$ cat src/rtl/adxl362_pkg.sv
// rtl/adxl362_pkg.sv - shared constants, FSM encoding and frame builder for the ADXL362 SPI master
package adxl362_pkg;

  localparam logic [7:0] CMD_WRITE = 8'h0A;
  localparam logic [7:0] CMD_READ  = 8'h0B;
  localparam logic [7:0] CMD_FIFO  = 8'h0D;  // reserved, not issued by this master

  localparam int FRAME_BITS = 24;

  typedef enum logic [2:0] {
    ST_IDLE,
    ST_SETUP,
    ST_SHIFT,
    ST_HOLD,
    ST_GAP
  } spi_state_t;

  // Command byte, address byte, data byte; reads send a zero data byte.
  function automatic logic [FRAME_BITS-1:0] build_frame(input logic       wr,
                                                         input logic [5:0] addr,
                                                         input logic [7:0] wdata);
    return {(wr ? CMD_WRITE : CMD_READ), 2'b00, addr, (wr ? wdata : 8'h00)};
  endfunction

endpackage

$ cat src/rtl/adxl362_spi_master_if.sv
// rtl/adxl362_spi_master_if.sv - fabric-side request/response bundle of the ADXL362 SPI master
interface adxl362_spi_master_if;

  logic       start;
  logic       write;
  logic [5:0] address;
  logic [7:0] data_write;
  logic [7:0] data_read;
  logic       busy;
  logic       done;

  // Requester (fabric) side
  modport master (
    output start, write, address, data_write,
    input  data_read, busy, done
  );

  // SPI master block side
  modport slave (
    input  start, write, address, data_write,
    output data_read, busy, done
  );

endinterface

$ cat src/rtl/adxl362_spi_shifter.sv
// rtl/adxl362_spi_shifter.sv - 24-bit MOSI shift register plus MISO capture byte
module adxl362_spi_shifter
  import adxl362_pkg::*;
(
  input  logic                  clk,
  input  logic                  reset,
  input  logic                  load,
  input  logic [FRAME_BITS-1:0] load_data,
  input  logic                  shift_out,
  input  logic                  shift_in,
  input  logic                  miso,
  output logic                  mosi,
  output logic [7:0]            rx_byte
);

  logic [FRAME_BITS-1:0] tx_q;
  logic [7:0]            rx_q;

  // Outgoing frame: MSB is always on MOSI, shifted left on each SCLK fall.
  always_ff @(posedge clk or negedge reset) begin
    if (!reset) begin
      tx_q <= '0;
    end else if (load) begin
      tx_q <= load_data;
    end else if (shift_out) begin
      tx_q <= {tx_q[FRAME_BITS-2:0], 1'b0};
    end
  end

  // Incoming bits; only the last byte of the frame carries register data.
  always_ff @(posedge clk or negedge reset) begin
    if (!reset) begin
      rx_q <= '0;
    end else if (load) begin
      rx_q <= '0;
    end else if (shift_in) begin
      rx_q <= {rx_q[6:0], miso};
    end
  end

  assign mosi    = tx_q[FRAME_BITS-1];
  assign rx_byte = rx_q;

endmodule

$ cat src/rtl/adxl362_spi_master.sv
// rtl/adxl362_spi_master.sv - single-register read/write SPI master for the ADXL362 (mode 0)
module adxl362_spi_master
  import adxl362_pkg::*;
#(
  parameter int CLK_DIV = 4
) (
  input  logic                 clk,
  input  logic                 reset,
  adxl362_spi_master_if.slave  bus,
  output logic                 SCLK,
  output logic                 MOSI,
  input  logic                 MISO,
  output logic                 nCS
);

  localparam int              DIV_W    = $clog2(CLK_DIV) + 1;
  localparam logic [DIV_W-1:0] DIV_LAST = DIV_W'(CLK_DIV - 1);
  localparam logic [4:0]      BIT_TOP  = 5'(FRAME_BITS - 1);

  spi_state_t       state_q, state_n;
  logic [DIV_W-1:0] div_q, div_n;
  logic [4:0]       bit_q, bit_n;
  logic             sclk_q, sclk_n;
  logic             ncs_q, ncs_n;
  logic             busy_q, busy_n;
  logic             done_q, done_n;
  logic             wr_q, wr_n;
  logic [7:0]       rd_q, rd_n;

  logic             load, shift_out, shift_in;
  logic             div_end;
  logic [7:0]       rx_byte;

  adxl362_spi_shifter u_shifter (
    .clk       (clk),
    .reset     (reset),
    .load      (load),
    .load_data (build_frame(bus.write, bus.address, bus.data_write)),
    .shift_out (shift_out),
    .shift_in  (shift_in),
    .miso      (MISO),
    .mosi      (MOSI),
    .rx_byte   (rx_byte)
  );

  assign div_end = (div_q == DIV_LAST);

  // State and registered pin/handshake outputs; reset returns the link to idle at once.
  always_ff @(posedge clk or negedge reset) begin
    if (!reset) begin
      state_q <= ST_IDLE;
      div_q   <= '0;
      bit_q   <= '0;
      sclk_q  <= 1'b0;
      ncs_q   <= 1'b1;
      busy_q  <= 1'b0;
      done_q  <= 1'b0;
      wr_q    <= 1'b0;
      rd_q    <= 8'h00;
    end else begin
      state_q <= state_n;
      div_q   <= div_n;
      bit_q   <= bit_n;
      sclk_q  <= sclk_n;
      ncs_q   <= ncs_n;
      busy_q  <= busy_n;
      done_q  <= done_n;
      wr_q    <= wr_n;
      rd_q    <= rd_n;
    end
  end

  // Next-state and output decode; every phase lasts CLK_DIV clk cycles.
  always_comb begin
    state_n   = state_q;
    div_n     = div_q;
    bit_n     = bit_q;
    sclk_n    = sclk_q;
    ncs_n     = ncs_q;
    busy_n    = busy_q;
    done_n    = 1'b0;
    wr_n      = wr_q;
    rd_n      = rd_q;
    load      = 1'b0;
    shift_out = 1'b0;
    shift_in  = 1'b0;

    unique case (state_q)
      ST_IDLE: begin
        div_n = '0;
        // The done cycle still counts as busy for request acceptance.
        if (bus.start && !done_q) begin
          state_n = ST_SETUP;
          load    = 1'b1;
          ncs_n   = 1'b0;
          busy_n  = 1'b1;
          bit_n   = BIT_TOP;
          wr_n    = bus.write;
        end
      end

      ST_SETUP: begin
        if (div_end) begin
          div_n    = '0;
          state_n  = ST_SHIFT;
          sclk_n   = 1'b1;
          shift_in = 1'b1;
        end else begin
          div_n = div_q + DIV_W'(1);
        end
      end

      ST_SHIFT: begin
        if (!div_end) begin
          div_n = div_q + DIV_W'(1);
        end else begin
          div_n = '0;
          if (sclk_q) begin
            // Falling edge: present the next bit unless the last one is out.
            sclk_n    = 1'b0;
            shift_out = (bit_q != 5'd0);
          end else if (bit_q == 5'd0) begin
            state_n = ST_HOLD;
          end else begin
            // Rising edge of the next bit: the slave's MISO bit is sampled here.
            bit_n    = bit_q - 5'd1;
            sclk_n   = 1'b1;
            shift_in = 1'b1;
          end
        end
      end

      ST_HOLD: begin
        if (div_end) begin
          div_n   = '0;
          ncs_n   = 1'b1;
          state_n = ST_GAP;
        end else begin
          div_n = div_q + DIV_W'(1);
        end
      end

      ST_GAP: begin
        if (div_end) begin
          div_n   = '0;
          state_n = ST_IDLE;
          done_n  = 1'b1;
          busy_n  = 1'b0;
          if (!wr_q) begin
            rd_n = rx_byte;
          end
        end else begin
          div_n = div_q + DIV_W'(1);
        end
      end

      default: begin
        state_n = ST_IDLE;
      end
    endcase
  end

  assign SCLK          = sclk_q;
  assign nCS           = ncs_q;
  assign bus.busy      = busy_q;
  assign bus.done      = done_q;
  assign bus.data_read = rd_q;

endmodule
$ cat src/flat_wrapper.sv
// flat-port wrapper written by rule: the top's interface ports become plain ports
module adxl362_spi_master_flat import adxl362_pkg::*;
#(
  parameter int CLK_DIV = 4
)
  (clk, reset, SCLK, MOSI, MISO, nCS, bus_start, bus_write, bus_address, bus_data_write, bus_data_read, bus_busy, bus_done);
  adxl362_spi_master_if bus_i ();
  input  logic clk;
  input  logic reset;
  output logic SCLK;
  output logic MOSI;
  input  logic MISO;
  output logic nCS;
  input wire logic [$bits(bus_i.start)-1:0] bus_start;
  input wire logic [$bits(bus_i.write)-1:0] bus_write;
  input wire logic [$bits(bus_i.address)-1:0] bus_address;
  input wire logic [$bits(bus_i.data_write)-1:0] bus_data_write;
  output wire logic [$bits(bus_i.data_read)-1:0] bus_data_read;
  output wire logic [$bits(bus_i.busy)-1:0] bus_busy;
  output wire logic [$bits(bus_i.done)-1:0] bus_done;
  assign bus_i.start = bus_start;
  assign bus_i.write = bus_write;
  assign bus_i.address = bus_address;
  assign bus_i.data_write = bus_data_write;
  assign bus_data_read = bus_i.data_read;
  assign bus_busy = bus_i.busy;
  assign bus_done = bus_i.done;
  adxl362_spi_master #(.CLK_DIV(CLK_DIV)) u_core (.clk(clk), .reset(reset), .bus(bus_i), .SCLK(SCLK), .MOSI(MOSI), .MISO(MISO), .nCS(nCS));
endmodule
$ cat config.mk
export PLATFORM = sky130hd
export DESIGN_NAME = adxl362_spi_master_flat
export DESIGN_NICKNAME = d
export VERILOG_FILES = /design/src/rtl/adxl362_pkg.sv /design/src/rtl/adxl362_spi_master_if.sv /design/src/rtl/adxl362_spi_shifter.sv /design/src/rtl/adxl362_spi_master.sv /design/src/flat_wrapper.sv
export SDC_FILE = /design/constraint.sdc
export NUM_CORES = 1
export LEC_CHECK = 0
export ABC_CLOCK_PERIOD_IN_PS = 2200
export BUFFER_PORTS_ARGS = -buffer_cell sky130_fd_sc_hd__buf_2
export CORE_MARGIN = 2
export CORE_UTILIZATION = 57
export CTS_CLUSTER_DIAMETER = 120
export DETAILED_ROUTE_END_ITERATION = 10
export PLACE_DENSITY = 0.78
export SLEW_MARGIN = 10
export SYNTH_ARGS = -nofsm -noshare
export SYNTH_HDL_FRONTEND = slang
export SYNTH_HIERARCHICAL = 1
export SYNTH_SLANG_ARGS = --single-unit
$ cat constraint.sdc
create_clock -name clk -period 2.2 [get_ports clk]
set_input_delay 0.11 -clock clk [delete_from_list [all_inputs] [get_ports clk]]
set_output_delay 0.11 -clock clk [all_outputs]
set_load 0.005 [all_outputs]
==> impl_metrics.tcl <==
set metrics [dict create \
    slew_violations 0 \
    ctsHtreeMaxLevel 2 \
    gr-total-overflow 0 \
    pwr-share-clk_pct 32.9 \
    synth_edf_count 0 \
    grt_pass1_vias 1813 \
    period_share_pct 88.4 \
    pin_count 32 \
    via_count 1833 \
    fin_skew_ns 0.00624 \
    tritoncts "yes" \
    r2r_slack_ns 0.26 \
    num_rows 25 \
    nets 308 \
    whs_ns 0.0171 \
    worstPathRequired_ns 2.41 \
    fin_crit_ns 1.94 \
    drive_above_1_share_pct 23.6 \
    antenna_cells 0 \
    grt_usage_pct 19.5 \
    powerDensity_nw_per_um2 568 \
    hold_violations 0 \
    rsz0062_at_grt "no" \
    synth_cells 245 \
    ys_types 40 \
    pwr-share-seq_pct 62.4 \
    start_util_pct 58.2 \
    synth_top_cell_area_share_pct 51.0 \
    route.detailed.wl_per_inst_um 13.3 \
    clk_path_buf_depth 2 \
    dieHeight_um 72.8 \
    p_sw_uw 375 \
    clk_pin_slew_ns 0.09 \
    final_antenna_net_count 0 \
    numPortBuffers 31 \
    synth-async-reset-ratio_pct 100 \
    core_area_um2 4630 \
    worstMarginPinSlew_ns 0.744 \
    die_w_um 72.8 \
    grt_max_degree 35 \
    p_int_uw 1350 \
    status "finished, final reports clean" \
    fin_setup_tns_ns 0 \
    totalWireLength_um 4560 \
    area_delta_synth_final_pct 12.6 \
    syn_area_um2 2700 \
    yosys.area.top_type "dfrtp_1" \
    cp-end-kind "register" \
    worst_ep_arrival_time_ns 2.16 \
    p_comb_share_pct 4.7 \
    criticalPathCategory "reg2reg" \
    die_area_um2 5300 \
    maxCapViolCount 0 \
    numClockSinks 56 \
    yosysWarningCount 6 \
    drt_pass1_iterations 4 \
    cts_buffers 5 \
    cts-root-buf "clkbuf_8" \
    p_sw_share_pct 21.7 \
    synthTopCellsByArea "dfrtp_1 51%, mux2i_1 12%, nand2_1 4.3%" \
    setup_viol 0 \
    clock_latency_ns 0.30 \
    startpoint_type "register" \
    max_slew_margin_pct 50.4 \
    fmax_mhz 514 \
    ys_seq_elements 56 \
    antenna_found_initial 0 \
    yosysSeqAreaShare_pct 52.0 \
    drc_errors 0 \
    synth_ff_type "dfrtp_1" \
    drtIter0Drc 76 \
    grt_pass1_wl_um 8000 \
    ir_worst_vdd_mv 0.437 \
    routabilityCongestion 0.872 \
    vias_per_cell 5.36 \
    avgSynthCellArea_um2 11.0 \
    worstHoldPathType "in2reg" \
    cp_max_fo 24 \
    p_leak_uw 0.00136 \
    dp_hpwl_um 3120 \
]
power by group through the flow:
| stage | Combinational, µW | Clock (µW) | Sequential, µW |
|---|---|---|---|
| 2_1_floorplan | 34.6 | 0 | 1090 |
| 5_1_grt | 95.8 | 633 | 1080 |
| 6_report | 81.1 | 568 | 1080 |
| 4_1_cts | 83.9 | 597 | 1080 |
| 3_5_place_dp | 82.1 | 0 | 1100 |
| 3_3_place_gp | 78.6 | 0 | 1090 |
repair_timing:
item                                   in CTS  in global routing
hold buffers                                1                  0
buffers inserted                            0                  0
gates resized for setup                     0                  0
endpoints found under the hold margin      32                  0
registers in the layout (all words and copies together), names as in the netlist:
| signal | cells |
|---|---|
| u_core/u_shifter/tx_q | 24 |
| u_core/bus.data_read | 8 |
| u_core/u_shifter/rx_byte | 8 |
| u_core/bit_q | 5 |
| u_core/div_q | 3 |
| u_core/state_q | 3 |
| u_core/SCLK | 1 |
| u_core/bus.busy | 1 |
| u_core/bus.done | 1 |
| u_core/nCS | 1 |
| u_core/wr_q | 1 |
final timing paths:
check,start,end,depth (start not counted)
setup / recovery,u_core/bit_q[0],u_core/u_shifter/tx_q[19],8
hold / removal,bus_address[3],u_core/u_shifter/tx_q[11],3
setup reg to reg,u_core/bit_q[0],u_core/u_shifter/tx_q[19],8
hold reg to reg,u_core/nCS,u_core/nCS,2
max in group asynchronous,reset,u_core/u_shifter/tx_q[16],3
min in group asynchronous,reset,u_core/u_shifter/tx_q[23],2
placed cells by master (no fill, tap or decap), types with 2 or more instances in the layout:
cell	n
dfrtp_1	55
buf_2	31
nand2_1	31
mux2i_1	31
o21ai_1	19
nor2_1	14
mux2_2	9
conb_1	9
nor3_1	8
and2_1	8
buf_4	8
o21ai_0	7
clkbuf_8	6
inv_1	6
a21oi_1	5
nand2b_1	4
o21a_1	4
a31oi_1	3
nor4b_2	2
nand3_1	2
a21o_1	2
ha_1	2
worst max-delay path: stages, from the launching register on:
cell	delay (ns)
dfrtp_1	0.42
inv_1	0.07
ha_1	0.19
nor4b_2	0.38
nand2b_4	0.24
nor2_2	0.06
buf_12	0.16
mux2i_1	0.13
o21ai_0	0.20
stage by stage:
stage / total power, µW / instance area, µm² / utilization [%] / instances / setup WS (ns)
finish: 1720 / 3040 / 65.6 / 342 / 0.255
global route: 1810 / 3040 / 65.6 / 342 / 0.119
CTS: 1760 / 3040 / 65.6 / 342 / 0.253
detailed placement: 1180 / 2930 / 63.3 / 333 / 0.286
global placement: 1170 / 2930 / 63.3 / 333 / 0.365
floorplan: 1130 / 2720 / - / 252 / 0.363
area by class of cell:
class / count / area [µm²]
Inverter: 6 / 22.5
Clock inverter: 1 / 7.51
Timing Repair Buffer: 41 / 245
Sequential cell: 56 / 1400
Fill cell: 359 / 1590
Tap cell: 54 / 67.6
Clock buffer: 7 / 86.3
Multi-Input combinational cell: 177 / 1200
cell usage after synthesis (all sizes together), types with 2 or more instances:
| cell type | n |
|---|---|
| a21o | 2 |
| a21oi | 5 |
| a31oi | 3 |
| and2 | 8 |
| buf | 11 |
| clkbuf | 2 |
| conb | 2 |
| dfrtp | 55 |
| ha | 2 |
| inv | 6 |
| mux2 | 10 |
| mux2i | 31 |
| nand2 | 31 |
| nand2b | 5 |
| nand3 | 2 |
| nor2 | 16 |
| nor3 | 8 |
| nor4b | 2 |
| o21a | 5 |
| o21ai | 26 |
routing by layer:
metal / GRT usage, % / part of all wire, %
met3: 4.14 / 3.3
met5: 0 / 0
met4: 7.82 / 1.8
met2: 31.4 / 47
met1: 25.7 / 48
cells by family (layout without fill, tap and decap cells):
kind of cell / count (synthesis) / count (layout) / share of synthesized area (%)
AOI/OAI and AO/OA: 45 / 45 / 10.7
xor gates and xnor gates: 1 / 1 / 0.325
adders and majority gates: 2 / 2 / 0.928
buffers and inverters: 19 / 55 / 4.73
DFF: 56 / 56 / 52.0
muxes: 41 / 41 / 15.8
other: 2 / 9 / 0.279
and+or+nand+nor: 79 / 79 / 15.2
No activity file was read; power rests on OpenSTA's default activity.
